$ cat src/rtl/mem_arb_pkg.sv
// -----------------------------------------------------------------------------
// mem_arb_pkg
// Shared types for the two-port memory arbiter:
//   state_t   - arbiter FSM states (IDLE, ISSUE, RESP)
//   port_id_t - requester port identifier
//   PORT_A    - instruction-fetch port ID
//   PORT_B    - data load/store port ID
// -----------------------------------------------------------------------------
package mem_arb_pkg;

  typedef enum logic [1:0] {
    IDLE  = 2'd0,
    ISSUE = 2'd1,
    RESP  = 2'd2
  } state_t;

  typedef logic port_id_t;

  localparam port_id_t PORT_A = 1'b0;
  localparam port_id_t PORT_B = 1'b1;

endpackage : mem_arb_pkg

$ cat src/rtl/rr_arb2.sv
// -----------------------------------------------------------------------------
// rr_arb2
// Two-way round-robin picker (purely combinational).
// Ports:
//   req_a, req_b  in  : requests eligible for this arbitration
//   last_grant    in  : port granted most recently
//   enable        in  : arbitration allowed this cycle
//   grant         out : winning port ID (meaningful only when valid)
//   valid         out : a grant is made this cycle
// -----------------------------------------------------------------------------
module rr_arb2
  import mem_arb_pkg::*;
(
  input  logic     req_a,
  input  logic     req_b,
  input  port_id_t last_grant,
  input  logic     enable,
  output port_id_t grant,
  output logic     valid
);

  always_comb begin
    valid = enable & (req_a | req_b);
    grant = PORT_A;
    if (req_a && req_b) begin
      // Tie: the port that was not served last time wins.
      grant = (last_grant == PORT_A) ? PORT_B : PORT_A;
    end else if (req_b) begin
      grant = PORT_B;
    end
  end

endmodule : rr_arb2

$ cat src/rtl/mem_arbiter.sv
// -----------------------------------------------------------------------------
// mem_arbiter
// Arbitrates a single-port registered RAM between an instruction-fetch port
// (A) and a data load/store port (B). One access takes ISSUE + RESP; the RESP
// cycle can re-arbitrate straight into the next ISSUE.
// Ports:
//   clk, clr                    : clock, asynchronous active-high reset
//   req_x, we_x, addr_x, wdata_x: requester A/B access (held until ack)
//   ack_a, ack_b                : one-cycle completion pulse
//   rd_data                     : read data, valid with a read ack
//   ram_addr, ram_wdata         : RAM address / write data (registered)
//   ram_we, ram_re              : RAM enables, high only in ISSUE
//   ram_rdata                   : registered RAM read data
//   busy                        : FSM not in IDLE
// -----------------------------------------------------------------------------
module mem_arbiter
  import mem_arb_pkg::*;
#(
  parameter int DATA_W = 32,
  parameter int ADDR_W = 8
) (
  input  logic              clk,
  input  logic              clr,
  input  logic              req_a,
  input  logic              req_b,
  input  logic              we_a,
  input  logic              we_b,
  input  logic [ADDR_W-1:0] addr_a,
  input  logic [ADDR_W-1:0] addr_b,
  input  logic [DATA_W-1:0] wdata_a,
  input  logic [DATA_W-1:0] wdata_b,
  output logic              ack_a,
  output logic              ack_b,
  output logic [DATA_W-1:0] rd_data,
  output logic [ADDR_W-1:0] ram_addr,
  output logic [DATA_W-1:0] ram_wdata,
  output logic              ram_we,
  output logic              ram_re,
  input  logic [DATA_W-1:0] ram_rdata,
  output logic              busy
);

  state_t            r_state;
  state_t            w_state_next;
  port_id_t          r_owner;
  port_id_t          r_last_grant;
  logic              r_we;
  logic [ADDR_W-1:0] r_addr;
  logic [DATA_W-1:0] r_wdata;

  logic              w_arb_en;
  logic              w_arb_req_a;
  logic              w_arb_req_b;
  port_id_t          w_grant;
  logic              w_grant_valid;

  // Arbitration happens in IDLE and in RESP. In RESP the owner is still
  // holding req high during its ack cycle, so only the other port counts.
  assign w_arb_en    = (r_state == IDLE) || (r_state == RESP);
  assign w_arb_req_a = req_a & ~((r_state == RESP) && (r_owner == PORT_A));
  assign w_arb_req_b = req_b & ~((r_state == RESP) && (r_owner == PORT_B));

  rr_arb2 u_rr_arb2 (
    .req_a      (w_arb_req_a),
    .req_b      (w_arb_req_b),
    .last_grant (r_last_grant),
    .enable     (w_arb_en),
    .grant      (w_grant),
    .valid      (w_grant_valid)
  );

  // State and latched-access registers.
  always_ff @(posedge clk or posedge clr) begin
    if (clr) begin
      r_state      <= IDLE;
      r_owner      <= PORT_A;
      r_last_grant <= PORT_B;
      r_we         <= 1'b0;
      r_addr       <= '0;
      r_wdata      <= '0;
    end else begin
      r_state <= w_state_next;
      if (w_grant_valid) begin
        r_owner      <= w_grant;
        r_last_grant <= w_grant;
        if (w_grant == PORT_A) begin
          r_we    <= we_a;
          r_addr  <= addr_a;
          r_wdata <= wdata_a;
        end else begin
          r_we    <= we_b;
          r_addr  <= addr_b;
          r_wdata <= wdata_b;
        end
      end
    end
  end

  // Next state and state-decoded outputs.
  always_comb begin
    w_state_next = r_state;
    ack_a        = 1'b0;
    ack_b        = 1'b0;
    ram_we       = 1'b0;
    ram_re       = 1'b0;
    busy         = 1'b1;
    case (r_state)
      IDLE: begin
        busy = 1'b0;
        if (w_grant_valid) begin
          w_state_next = ISSUE;
        end
      end
      ISSUE: begin
        ram_we       = r_we;
        ram_re       = ~r_we;
        w_state_next = RESP;
      end
      RESP: begin
        ack_a        = (r_owner == PORT_A);
        ack_b        = (r_owner == PORT_B);
        w_state_next = w_grant_valid ? ISSUE : IDLE;
      end
      default: begin
        w_state_next = IDLE;
      end
    endcase
  end

  // Address/data come straight from the latch registers so the RAM never
  // sees a combinational path from the requester inputs.
  assign ram_addr  = r_addr;
  assign ram_wdata = r_wdata;
  assign rd_data   = ram_rdata;

endmodule : mem_arbiter

$ cat config.mk
export PLATFORM = sky130hd
export DESIGN_NAME = mem_arbiter
export DESIGN_NICKNAME = d
export VERILOG_FILES = /design/src/rtl/mem_arb_pkg.sv /design/src/rtl/rr_arb2.sv /design/src/rtl/mem_arbiter.sv
export SDC_FILE = /design/constraint.sdc
export NUM_CORES = 1
export LEC_CHECK = 0
export CAP_MARGIN = 10
export CORE_ASPECT_RATIO = 0.7
export CORE_MARGIN = 4
export CORE_UTILIZATION = 35
export CTS_BUF_LIST = sky130_fd_sc_hd__clkbuf_8 sky130_fd_sc_hd__clkbuf_16
export DETAILED_ROUTE_END_ITERATION = 7
export HOLD_SLACK_MARGIN = 0.03
export PLACE_DENSITY_LB_ADDON = 0.2
export SETUP_SLACK_MARGIN = 0.05
export SLEW_MARGIN = 40
export SYNTH_ARGS = -nofsm -noshare
export SYNTH_HDL_FRONTEND = slang
export SYNTH_SLANG_ARGS = --single-unit
export TNS_END_PERCENT = 30
$ cat constraint.sdc
create_clock -name clk -period 2.15 [get_ports clk]
set_input_delay 0.215 -clock clk [delete_from_list [all_inputs] [get_ports clk]]
set_output_delay 0.215 -clock clk [all_outputs]
set_load 0.02 [all_outputs]
==> run_results.csv <==
group,metric,value,unit
status,status,"completed",
clocking,clkLatencyLatePin,290,ps
detailed_routing,ant_nets,0,
yosys,yosys.area_share.simple,0.08786,
finish,antenna_cells,0,
floorplanning,dieArea,8109,µm²
yosys,yosys_warnings,0,
detailed_routing,drt_iter0_markers,27,
detailed_routing,drt-vias-per-instance,4.467,
grt,grtUsageMet3,0.07705,
sta,fin_crit_sh,0.8966,
sta,rsz0062_at_grt,"no",
yosys,synth_xor_area_frac,0,
clocking,cts-resized-gates,0,
min_path,hold_path.class,"in2async",
floorplanning,row_count,24,
finish,nFillCells,592,
setup_path,reg2reg_slack,400,ps
grt,grt_max_degree,44,
sta,clock_skew,5.986,ps
setup_path,worst_r2r_startpoint,"r_state[1]",
setup_path,worstPathArrival,1710,ps
sta,tightest_slew,514.2,ps
yosys,synth.area.mux_share,0.1874,
yosys,yosys_register_bits,45,
finish,layout-drive-gt1-share,0.04863,
yosys,syn_nets,350,
clocking,cts_max_path_buffers,2,
clocking,cts_setup_buffers,0,
sta,setup_viol,0,
setup_path,worstSetupStartpointType,"flip-flop",
detailed_routing,routed-via-count,1876,
floorplanning,coreArea,6366,µm²
sta,setup_tns,0,ps
clocking,ctsRootBufferMaster,"clkbuf_8",
power,p_leak,1.575,nW
yosys,netlist_instances,232,
yosys,synth_seq_area_share,0.4798,
grt,top_usage_layer,"met2",
power,powerDensity,1306,nW/µm²
sta,slew-limit-headroom,0.6567,
place,port_buffers,130,
setup_path,cp.required,1930,ps
detailed_routing,firstDrtPassIters,4,
yosys,synth_area_per_cell,10.13,µm²
grt,met2_usage,0.2150,
grt,grt_pass1_wl,9.494,mm
finish,regArea,1127,µm²
grt,use_met1,0.1855,
setup_path,critPathMaxFanout,5,
setup_path,crit_type,"reg2out",
clocking,numCtsBuffers,5,
place,routabilityCongestion,0.7513,
place,dp_hpwl,4.481,mm
setup_path,regToRegEndpoint,"ram_wdata[26]",
setup_path,cp-end-kind,"output port",
yosys,synth.distinct_cells,17,
power,peakVddDrop,0.0006642,V
finish,multi_input_area,879.6,µm²
sta,drv_slew,0,
power,fin_total_pwr,0.004712,W
yosys,netlist_area,2350,µm²
finish,nets,446,
detailed_routing,drcViolationCount,0,
setup_path,r2r_cells,5,
grt,grt_overflow_total,0,
clocking,clock_sinks,45,
grt,track_usage,0.1464,
job,max_cap_viol_count,0,
detailed_routing,drt-total-wl,5.890,mm
clocking,cts_tree,"yes",
floorplanning,io_pins,195,
clocking,clk_pin_slew_worst_paths,90,ps
sta,fin_crit,1928,ps
yosys,synth_fa_ha_area_frac,0,
grt,grt_pass1_vias,1891,
sta,final-hold-violation-count,0,
yosys,synth_top_family_by_area,"multiplexers",
detailed_routing,wl_per_cell,14.02,µm
clocking,cts.hold.buffers_added,0,
yosys,synth_compound_gate_area_share,0.09585,
floorplanning,die_width,105.9,µm
setup_path,cp-startpoint,"r_state[0]",
floorplanning,die_h,76.55,µm
finish,area_growth,53.51,%
grt,grt_antenna_before_repair,0,
sta,fmax,0.5188,GHz
clocking,htree_levels,2,
floorplanning,start_util,0.3691,
through the flow:
stage | instance area (µm²) | std cells | setup WS, ps | hold slack (ps) | util
final | 3607 | 420 | 222.4 | 273.3 | 0.5666
after global routing | 3607 | 420 | 67.66 | 303.5 | 0.5666
after CTS | 3607 | 420 | 187.5 | 281.4 | 0.5666
after detailed placement | 3525 | 412 | 206.9 | 430.1 | 0.5537
after global placement | 3525 | 412 | 286.7 | 430.1 | 0.5537
after floorplan | 2350 | 232 | 702.7 | 421.9 | -
cells by family after synthesis:
| logic type | count (synthesis) |
|---|---|
| and+or+nand+nor | 50 |
| buffers and inverters | 50 |
| muxes | 44 |
| AOI/OAI and AO/OA | 43 |
| DFF | 45 |
worst max-delay path by stage:
| stage | endpoint | slack [ps] | cells past startpoint |
|---|---|---|---|
| floorplan | r_we | 700 | 6 |
| global placement | ram_wdata[3] | 290 | 6 |
| detailed placement | ram_wdata[26] | 210 | 6 |
| CTS | ram_re | 190 | 3 |
| global route | ram_re | 70 | 3 |
| finish | ram_re | 220 | 3 |
per-layer routing:
| metal | share of wire | vias up |
|---|---|---|
| li1 | - | 934 |
| met1 | 0.45 | 841 |
| met2 | 0.42 | 94 |
| met3 | 0.12 | 7 |
| met4 | 0.011 | 0 |
| met5 | 0 | - |
cells in the mapped netlist, drive strengths merged:
library cell | instances | area, µm²
dfrtp | 44 | 1101
mux2i | 44 | 440.4
buf | 43 | 324.1
nor2 | 42 | 157.7
a21oi | 41 | 205.2
inv | 4 | 15.01
clkbuf | 3 | 11.26
nor2b | 3 | 18.77
and2 | 2 | 12.51
a211oi | 1 | 12.51
dfstp | 1 | 26.28
nand2 | 1 | 3.750
nand3b | 1 | 7.510
o211ai | 1 | 7.510
or2 | 1 | 6.260
cell usage in the layout, fill, tap and decap left out:
master,count
inv_1,4
nor2_1,42
inv_2,1
a21oi_1,41
nor2b_1,3
nand2_1,1
buf_12,4
clkdlybuf4s50_1,130
mux2i_1,44
or2_2,1
o211ai_1,1
nand3b_1,1
clkbuf_8,5
clkinv_2,2
dfrtp_1,44
buf_4,1
dfstp_2,1
and2_1,2
a211oi_4,1
flip-flops by register name, indices dropped and copies added (netlist names):
register      count
ram_wdata        32
ram_addr          8
r_last_grant      1
r_we              1
r_owner           1
r_state           2
cell type report:
| class | count | share of cell area |
|---|---|---|
| clock buffer | 5 | 0.01908 |
| inverter | 4 | 0.004162 |
| clock inverter | 3 | 0.003815 |
| multi-input combinational | 137 | 0.2438 |
| sequential | 45 | 0.3125 |
| timing repair buffer | 135 | 0.3850 |
| tap | 91 | 0.03156 |
worst max-delay path, stage by stage (launching register included):
cell and delay [ps]:
dfrtp_1 430, nor2b_1 210, nor2b_1 160, clkdlybuf4s50_1 620
power by group:
| part | internal [W] | leakage, nW | switching [W] |
|---|---|---|---|
| Sequential | 0.00128 | 0.500 | 0.000247 |
| Combinational | 0.00132 | 1.03 | 0.00137 |
| Clock | 0.000221 | 0.0491 | 0.000278 |
Note: power is estimated with default switching activity, not from simulation.
